==> src/rtl/dmem_bus_ctrl_pkg.sv <==
// Shared definitions for the data-memory bus controller: opcodes (must match
// the load/store formatting stage), FSM state encoding and opcode decode helpers.
package dmem_bus_ctrl_pkg;

    localparam logic [5:0] OP_LB  = 6'd0;
    localparam logic [5:0] OP_LH  = 6'd1;
    localparam logic [5:0] OP_LW  = 6'd2;
    localparam logic [5:0] OP_LBU = 6'd3;
    localparam logic [5:0] OP_LHU = 6'd4;
    localparam logic [5:0] OP_SB  = 6'd15;
    localparam logic [5:0] OP_SH  = 6'd16;
    localparam logic [5:0] OP_SW  = 6'd17;

    typedef enum logic [1:0] {
        ST_IDLE = 2'd0,
        ST_BUS  = 2'd1,
        ST_RESP = 2'd2
    } state_t;

    typedef enum logic [1:0] {
        SZ_B = 2'd0,
        SZ_H = 2'd1,
        SZ_W = 2'd2
    } size_t;

    function automatic logic is_load(input logic [5:0] op);
        return (op == OP_LB) || (op == OP_LH) || (op == OP_LW) ||
               (op == OP_LBU) || (op == OP_LHU);
    endfunction

    function automatic logic is_store(input logic [5:0] op);
        return (op == OP_SB) || (op == OP_SH) || (op == OP_SW);
    endfunction

    function automatic logic is_valid_op(input logic [5:0] op);
        return is_load(op) || is_store(op);
    endfunction

    function automatic size_t op_size(input logic [5:0] op);
        case (op)
            OP_LB, OP_LBU, OP_SB: return SZ_B;
            OP_LH, OP_LHU, OP_SH: return SZ_H;
            default:              return SZ_W;
        endcase
    endfunction

endpackage

==> src/rtl/dmem_bus_ctrl_lane_align.sv <==
// Byte-lane steering: lane enables and store-data shift toward the bus,
// right alignment of the read word back toward the core.
module dmem_lane_align
    import dmem_bus_ctrl_pkg::*;
(
    input  size_t       size,
    input  logic [1:0]  offset,
    input  logic [31:0] wdata,
    input  logic [31:0] rdata,
    output logic [3:0]  be,
    output logic [31:0] wdata_sh,
    output logic [31:0] rdata_al
);

    always_comb begin
        be = '0;
        case (size)
            SZ_B:    be = 4'b0001 << offset;
            SZ_H:    be = 4'b0011 << offset;
            default: be = 4'b1111;
        endcase
    end

    assign wdata_sh = wdata << {offset, 3'b000};
    assign rdata_al = rdata >> {offset, 3'b000};

endmodule

==> src/rtl/dmem_bus_ctrl.sv <==
// Data-memory bus controller: turns one load/store request into a single
// word-aligned valid/ack bus transaction, stalling the core until it completes.
module dmem_bus_ctrl
    import dmem_bus_ctrl_pkg::*;
#(
    parameter int unsigned TIMEOUT = 255,
    parameter int unsigned ADDR_W  = 32
) (
    input  logic              clk,
    input  logic              rst_n,
    input  logic              req_valid,
    input  logic [5:0]        req_op,
    input  logic [ADDR_W-1:0] req_addr,
    input  logic [31:0]       req_wdata,
    output logic              stall,
    output logic              rsp_valid,
    output logic [31:0]       rsp_rdata,
    output logic              fault_misalign,
    output logic              fault_timeout,
    output logic              mem_req,
    output logic              mem_we,
    output logic [ADDR_W-1:0] mem_addr,
    output logic [3:0]        mem_be,
    output logic [31:0]       mem_wdata,
    input  logic              mem_ack,
    input  logic [31:0]       mem_rdata
);

    state_t            state, state_nx;
    logic [5:0]        op_q;
    logic [ADDR_W-3:0] waddr_q;
    logic [31:0]       wdata_q;
    logic [1:0]        off_q;
    logic [7:0]        cnt_q;
    logic [31:0]       rdata_al;
    logic              accept;
    logic              misalign;
    logic              timeout_hit;
    size_t             req_size;

    assign req_size    = op_size(req_op);
    assign accept      = (state == ST_IDLE) && req_valid && is_valid_op(req_op);
    assign misalign    = ((req_size == SZ_H) && req_addr[0]) ||
                         ((req_size == SZ_W) && (req_addr[1:0] != 2'b00));
    assign timeout_hit = (cnt_q == 8'(TIMEOUT - 1));

    assign mem_addr = {waddr_q, 2'b00};
    assign mem_we   = is_store(op_q);

    dmem_lane_align u_align (
        .size     (op_size(op_q)),
        .offset   (off_q),
        .wdata    (wdata_q),
        .rdata    (mem_rdata),
        .be       (mem_be),
        .wdata_sh (mem_wdata),
        .rdata_al (rdata_al)
    );

    always_comb begin
        state_nx = state;
        stall    = 1'b0;
        mem_req  = 1'b0;
        case (state)
            ST_IDLE: begin
                if (accept) begin
                    stall    = 1'b1;
                    state_nx = misalign ? ST_RESP : ST_BUS;
                end
            end
            ST_BUS: begin
                stall   = 1'b1;
                mem_req = 1'b1;
                // ack takes priority over an expiring counter
                if (mem_ack || timeout_hit)
                    state_nx = ST_RESP;
            end
            ST_RESP: state_nx = ST_IDLE;
            default: state_nx = ST_IDLE;
        endcase
    end

    always_ff @(posedge clk or negedge rst_n) begin
        if (!rst_n) begin
            state          <= ST_IDLE;
            op_q           <= '0;
            waddr_q        <= '0;
            wdata_q        <= '0;
            off_q          <= '0;
            cnt_q          <= '0;
            rsp_valid      <= 1'b0;
            rsp_rdata      <= '0;
            fault_misalign <= 1'b0;
            fault_timeout  <= 1'b0;
        end else begin
            state          <= state_nx;
            rsp_valid      <= 1'b0;
            rsp_rdata      <= '0;
            fault_misalign <= 1'b0;
            fault_timeout  <= 1'b0;
            case (state)
                ST_IDLE: begin
                    if (accept) begin
                        op_q    <= req_op;
                        waddr_q <= req_addr[ADDR_W-1:2];
                        wdata_q <= req_wdata;
                        off_q   <= req_addr[1:0];
                        cnt_q   <= '0;
                        if (misalign) begin
                            rsp_valid      <= 1'b1;
                            fault_misalign <= 1'b1;
                        end
                    end
                end
                ST_BUS: begin
                    if (mem_ack) begin
                        rsp_valid <= 1'b1;
                        rsp_rdata <= is_load(op_q) ? rdata_al : '0;
                    end else if (timeout_hit) begin
                        rsp_valid     <= 1'b1;
                        fault_timeout <= 1'b1;
                    end else begin
                        cnt_q <= cnt_q + 8'd1;
                    end
                end
                default: ;
            endcase
        end
    end

endmodule

==> config.mk <==
export PLATFORM = sky130hd
export DESIGN_NAME = dmem_bus_ctrl
export DESIGN_NICKNAME = d
export VERILOG_FILES = /design/src/rtl/dmem_bus_ctrl_pkg.sv /design/src/rtl/dmem_bus_ctrl_lane_align.sv /design/src/rtl/dmem_bus_ctrl.sv
export SDC_FILE = /design/constraint.sdc
export NUM_CORES = 1
export LEC_CHECK = 0
export CAP_MARGIN = 20
export CORE_ASPECT_RATIO = 1.75
export CORE_MARGIN = 2
export CORE_UTILIZATION = 40
export CTS_CLUSTER_DIAMETER = 100
export DETAILED_ROUTE_END_ITERATION = 12
export MAX_ROUTING_LAYER = met4
export PLACE_DENSITY_LB_ADDON = 0.08
export SYNTH_ARGS = -nofsm -noshare
export SYNTH_HDL_FRONTEND = slang
export SYNTH_HIERARCHICAL = 1
export SYNTH_SLANG_ARGS = --single-unit
==> constraint.sdc <==
create_clock -name clk -period 2.6 [get_ports clk]
set_input_delay 0.52 -clock clk [delete_from_list [all_inputs] [get_ports clk]]
set_output_delay 0.52 -clock clk [all_outputs]
set_load 0.1 [all_outputs]
==> summary.md <==
| Metric | Value |
|---|---|
| Hold Vio Cnt, Final | `0` |
| P_sw | `slightly below 5 mW` |
| Most used DFF post-synth | `dfrtp_1` |
| RSZ-0062 raised after global routing | `no` |
| DR vias/cell | `5.044` |
| Total gr overflow | `0` |
| Minimum clock period | `roughly 2.5 ns` |
| Post-place instance area | `a little over 8000 sq um` |
| Post-CTS Setup Inserts | `0` |
| VDD IR max | `0.9633 mV` |
| Die H | `161.2 microns` |
| Buffers on Ports | `~210` |
| CTS tree | `built` |
| Clk network pwr share | `0.220` |
| Clk Latency, worst-skew pair | `between 0.4 and 0.5 ns` |
| Int Power | `roughly 5.4 mW` |
| CP max FO | `5` |
| CTS Hold Bufs | `0` |
| Vias in the first global route | `4,575` |
| Placed Cells | `835` |
| Outcome | `finished, final reports clean` |
| Critical Path RT | `~2.1 ns` |
| Initial Util | `0.4083` |
| Sw Ratio | `0.4705` |
| MaxCap Viol Count | `0` |
| Drt first pass iters | `4` |
| Comb pwr share | `0.545` |
| CTS Sinks | `115` |
| GRT Total Usage | `0.2120` |
| Antenna violations before repair | `1` |
| TritonCTS Buffers | `17` |
| IO Pins | `212` |
| Clock skew | `0.009842 ns` |
| Setup-failing EPs final | `0` |
| Die width | `93.84 microns` |
| Clk pin slew, worst setup/hold paths | `0.06 ns` |
| Synth async-reset ratio | `1.000` |
| H-Tree Level Count | `4` |
| Post-route insts no fill | `869` |
| Routability congestion estimate | `0.8591` |
| Synth unique cells | `45` |
| Final instance area | `8885 sq um` |
| Setup ws final | `between 0.06 and 0.07 ns` |
| P&R area growth vs syn | `57.28%` |
| Type of the worst setup path | `flip-flop to output pin` |
| Register area share after synthesis | `0.5094` |
| Synthesized area per cell | `about 12 sq um` |
| Core Box Area | `13,840 sq um` |
| Post-Place Worst Slack | `-0.06847 ns` |
| Final core utilization | `0.6422` |
| Final #Nets | `785` |
| Initial DRC count | `97` |
| Full die area | `15,130 sq um` |
| Max Buffers Root-to-Sink | `2` |
| Global-route wire length before repair | `24.17 mm` |
| Drc violations | `0` |
| DR vias | `roughly 4,400` |
| Post-synthesis register bit count | `115` |
| Crit path arrival time | `2.01 ns` |
| Post-Syn Instances | `457` |
| Mapped Area | `5649 sq um` |
| CTS root buffer | `clkbuf_16` |
| Pin count of the biggest net entering global routing | `56` |
| Final WL | `about 15 mm` |
| Crit. End Element | `output pin` |
| Layout cells sized above 1 | `0.3841` |
| Register share of total power | `0.235` |
| Fin crit share | `0.9738` |
| DRT antenna net count | `0` |
| Routed len/inst | `17.46 microns` |
| Hpwl dp | `11.16 mm` |
| Post-synth EDFFs | `0` |
| Worst Setup Start Kind | `flip-flop` |
| PD cells | `1149 nW/um^2` |
| Yosys warns | `6` |
| Final Slew Violations | `0` |
| Leak pwr | `3.999 nW` |
| Fmax | `~400 MHz` |
| Rows | `57` |
| Hold Path Class | `primary input to async pin` |
final timing paths:
kind	from	end	slack, ns	depth (start not counted)
max	state[0]	stall	0.07	4
min	rst_n	waddr_q[20]	0.05	1
min in group clk	wdata_q[18]	wdata_q[18]	0.50	1
min reg2reg	wdata_q[18]	wdata_q[18]	0.50	1
max reg2reg	state[0]	wdata_q[27]	0.43	5
max in group asynchronous	rst_n	off_q[0]	1.75	2
final cells by class:
type	count	area (sq um)
Timing Repair Buffer	234	2535
Antenna cell	2	5.005
Multi-Input combinational cell	307	2651
Fill cell	1099	4951
Clock inverter	13	136.4
Sequential cell	115	2885
Inverter	2	7.507
Clock buffer	19	442.9
Tap cell	177	221.5
cell usage after synthesis (2+ instances only):
cell type	number	area share
buf_6	10	0.020
and2_1	51	0.056
buf_4	9	0.012
xor2_1	5	0.0078
clkbuf_1	9	0.0060
nand2b_1	2	0.0022
mux2i_1	64	0.11
o21ai_0	10	0.0089
ha_1	2	0.0044
nand2_1	6	0.0040
or4_1	2	0.0027
buf_2	6	0.0053
nor4b_1	2	0.0031
or3_1	2	0.0022
nand4_1	2	0.0022
inv_1	2	0.0013
nor2_1	28	0.019
a21oi_1	6	0.0053
o31ai_1	2	0.0027
mux2_2	69	0.14
nor4_1	3	0.0033
nor3_1	5	0.0044
o2bb2ai_1	17	0.026
o22ai_1	4	0.0044
a211o_1	2	0.0031
dfrtp_1	115	0.51
nand3_1	3	0.0027
o21bai_1	2	0.0027
per-layer routing:
layer  routed length [microns]  track usage  vias up
met5                         0            -        -
met4                       244      0.06390        0
met3                       799      0.05550       12
met2                      8294       0.3682      133
met1                      5837       0.2362     2185
li1                          -            -     2053
flip-flops by register name, summed over array words and instances (netlist names):
name            cells
waddr_q            30
rsp_rdata          32
cnt_q               8
fault_timeout       1
rsp_valid           1
state               2
wdata_q            32
op_q                6
fault_misalign      1
off_q               2
repair_timing:
item | CTS | global route
hold endpoints to repair | 0 | 0
resized for setup | 4 | 7
pin swaps | 1 | 0
endpoints found under the setup margin | 5 | 10
worst max-delay path, cell delays in order (launching register included):
cell,delay (ns)
dfrtp_1,0.42
or4b_4,0.56
a211o_4,0.29
a21oi_4,0.14
buf_12,0.18
through the flow:
step / TNS (ns) / hold slack (ns) / power (mW)
after CTS: 0 / 0.06797 / 10.29
after global routing: 0 / 0.07151 / 10.60
after global placement: -0.05782 / 0.4845 / 7.928
after detailed placement: -1.930 / 0.4945 / 7.992
after floorplan: -0.3018 / 0.2244 / 6.208
final: 0 / 0.05037 / 10.21
cells by family (layout without fill, tap and decap cells):
group,Yosys count,in the layout,synth area share
other,1,4,0.0006638
buffers and inverters,36,268,0.04452
AOI/OAI and AO/OA,48,48,0.06290
muxes,133,133,0.2509
and+or+nand+nor,116,116,0.1178
adders and majority gates,2,2,0.004429
DFF,115,115,0.5094
xor gates and xnor gates,6,6,0.009302
placed cells by master, fill, tap and decap left out, types with 5 or more instances in the layout:
master           synthesis  routed
mux2_2                  69      69
a21oi_1                  6       5
clkdlybuf4s50_1          0     102
buf_12                   0      41
o2bb2ai_2                0       8
and2_1                  51      51
mux2i_1                 64      56
mux2i_2                  0       8
dfrtp_1                115     111
clkbuf_16                0      17
xor2_1                   5       5
nand2_1                  6       6
buf_4                    9      88
nor2_1                  28      26
o21ai_0                 10      10
o2bb2ai_1               17       9
power by group through the flow:
stage,registers (mW),logic (mW),clock network (mW)
after floorplan,3.25,2.95,0
after detailed placement,2.42,5.57,0
after CTS,2.39,5.59,2.30
after global routing,2.45,5.74,2.40
final,2.40,5.57,2.25
after global placement,2.40,5.53,0
No activity file was read; power rests on OpenSTA's default activity.
==> RTL change, RTL diff (same flow settings) <==
Change the parameter `ADDR_W` from 32 to 64.
--- a/src/rtl/dmem_bus_ctrl.sv
+++ b/src/rtl/dmem_bus_ctrl.sv
@@ -4,7 +4,7 @@
     import dmem_bus_ctrl_pkg::*;
 #(
     parameter int unsigned TIMEOUT = 255,
-    parameter int unsigned ADDR_W  = 32
+    parameter int unsigned ADDR_W  = 64
 ) (
     input  logic              clk,
     input  logic              rst_n,
Interface: changed (resized mem_addr and req_addr); port bits go from 212 to 276. No check against the original RTL was run, so the function may have changed too.
==> RTL change against the unedited design <==
- area after synthesis increased by 21%
- critical path depth increased by 3
- wire length increased by 25%
- power increased by 22%
- largest power group unchanged
- design area increased by 20%
- utilization decreased by 0.48 points
- sequential cell count increased by 32
- sequential share of layout area increased by 2.0 points
- critical endpoint is now mem_be[1]
- register-to-register slack improved by 0.05 ns
- clock skew increased by 0.0019 ns
- first-iteration DRC count increased by 70%
- maximum frequency about the same
- setup slack got worse by 0.0018 ns
==> RTL change: results (changes against the unedited design) <==
{| class="wikitable"
! Metric !! Value
|-
| Global-route wire length before repair || 29500 um (+22%)
|-
| Post-route insts no fill || 1057 (+22%)
|-
| Final worst hold slack || 0.0756 ns (+0.0253 ns)
|-
| Distinct cells, synth || 46 (+2.2%)
|-
| Drt via density || 4.97 (-1.5%)
|-
| Number of DRC markers after the initial detailed-route iteration || 165 (+70%)
|-
| Capture point of the critical path || mem_be[1]
|-
| Post-synthesis sequential area ratio || 54.0% (+3.1 points)
|-
| Area fraction in compound gates after synthesis || 5.09% (-1.2 points)
|-
| Leakage || 4.89 nW (+22%)
|-
| Multiplexer share of the synthesized area || 26.1% (+1.0 points)
|-
| Maximum number of pins on one net before global-route repair || 62 (+11%)
|-
| Critical Path Max Stage Delay || 0.47 ns (-0.09 ns)
|-
| Beginning of the critical path || op_q[4]
|-
| R2r setup slk || 0.48 ns (+0.05 ns)
|-
| IO buf count || 273 (+31%)
|-
| Post-route clock skew || 0.0117 ns (+0.00185 ns)
|-
| Combinational-cell power consumption || 6.94 mW (+25%)
|-
| Fraction of the mapped netlist area in adder cells || 0.367% (-0.076 points)
|-
| Critical path's slowest cell || sky130_fd_sc_hd__dfrtp_2
|-
| Pre-CTS setup slack || -0.0743 ns (-0.00581 ns)
|-
| CP Max Fanout || 7 (+2)
|-
| XOR/XNOR share of the synthesized area || 0.772% (-0.16 points)
|-
| Result of the run || completed
|-
| Max rail drop VDD || 854 uV (-11%)
|-
| Detailed placer's ending HPWL || 14400 um (+29%)
|-
| Fill cell total of the finished layout || 1335 (+21%)
|-
| Cell depth of the worst flop-to-flop path || 6 (+1)
|-
| Total placed cells including tap cells || 1021 (+22%)
|-
| Reg2reg end || wdata_q[1]
|-
| Post-place instance area || 10100 um^2 (+22%)
|-
| Maximum frequency from static timing analysis || 395 MHz (about the same)
|}
-- RTL change: critical path: cells and delay by family, from the launching register on --
family	cells	cell delay [ns]
compound gates	3	0.48
flops	1	0.47
buf+inv	2	0.37
simple gates	2	0.28
-- RTL change: cell type report --
class / instances / area (um^2) / area share, %
antenna: 1 / 2.50 / 0.0234
clock buffer: 17 / 425 / 3.98
clock inverter: 15 / 145 / 1.36
inverter: 2 / 7.51 / 0.0702
multi-input combinational: 339 / 2950 / 27.5
sequential: 147 / 3680 / 34.4
tap: 227 / 284 / 2.65
timing repair buffer: 309 / 3200 / 29.9
-- RTL change: kinds of logic after synthesis --
family | count (synthesis)
and+or+nand+nor | 116
DFF | 147
muxes | 165
AOI/OAI and AO/OA | 48
adders and majority gates | 2
other | 1
buffers and inverters | 39
xor gates and xnor gates | 6
-- RTL change: metal layers --
metal	track usage [%]	vias up	part of all wire (%)
met4	8.72	0	3.2
met2	38.9	199	55
met5	-	-	0
met3	4.58	31	5.5
li1	-	2433	-
met1	23.0	2588	37
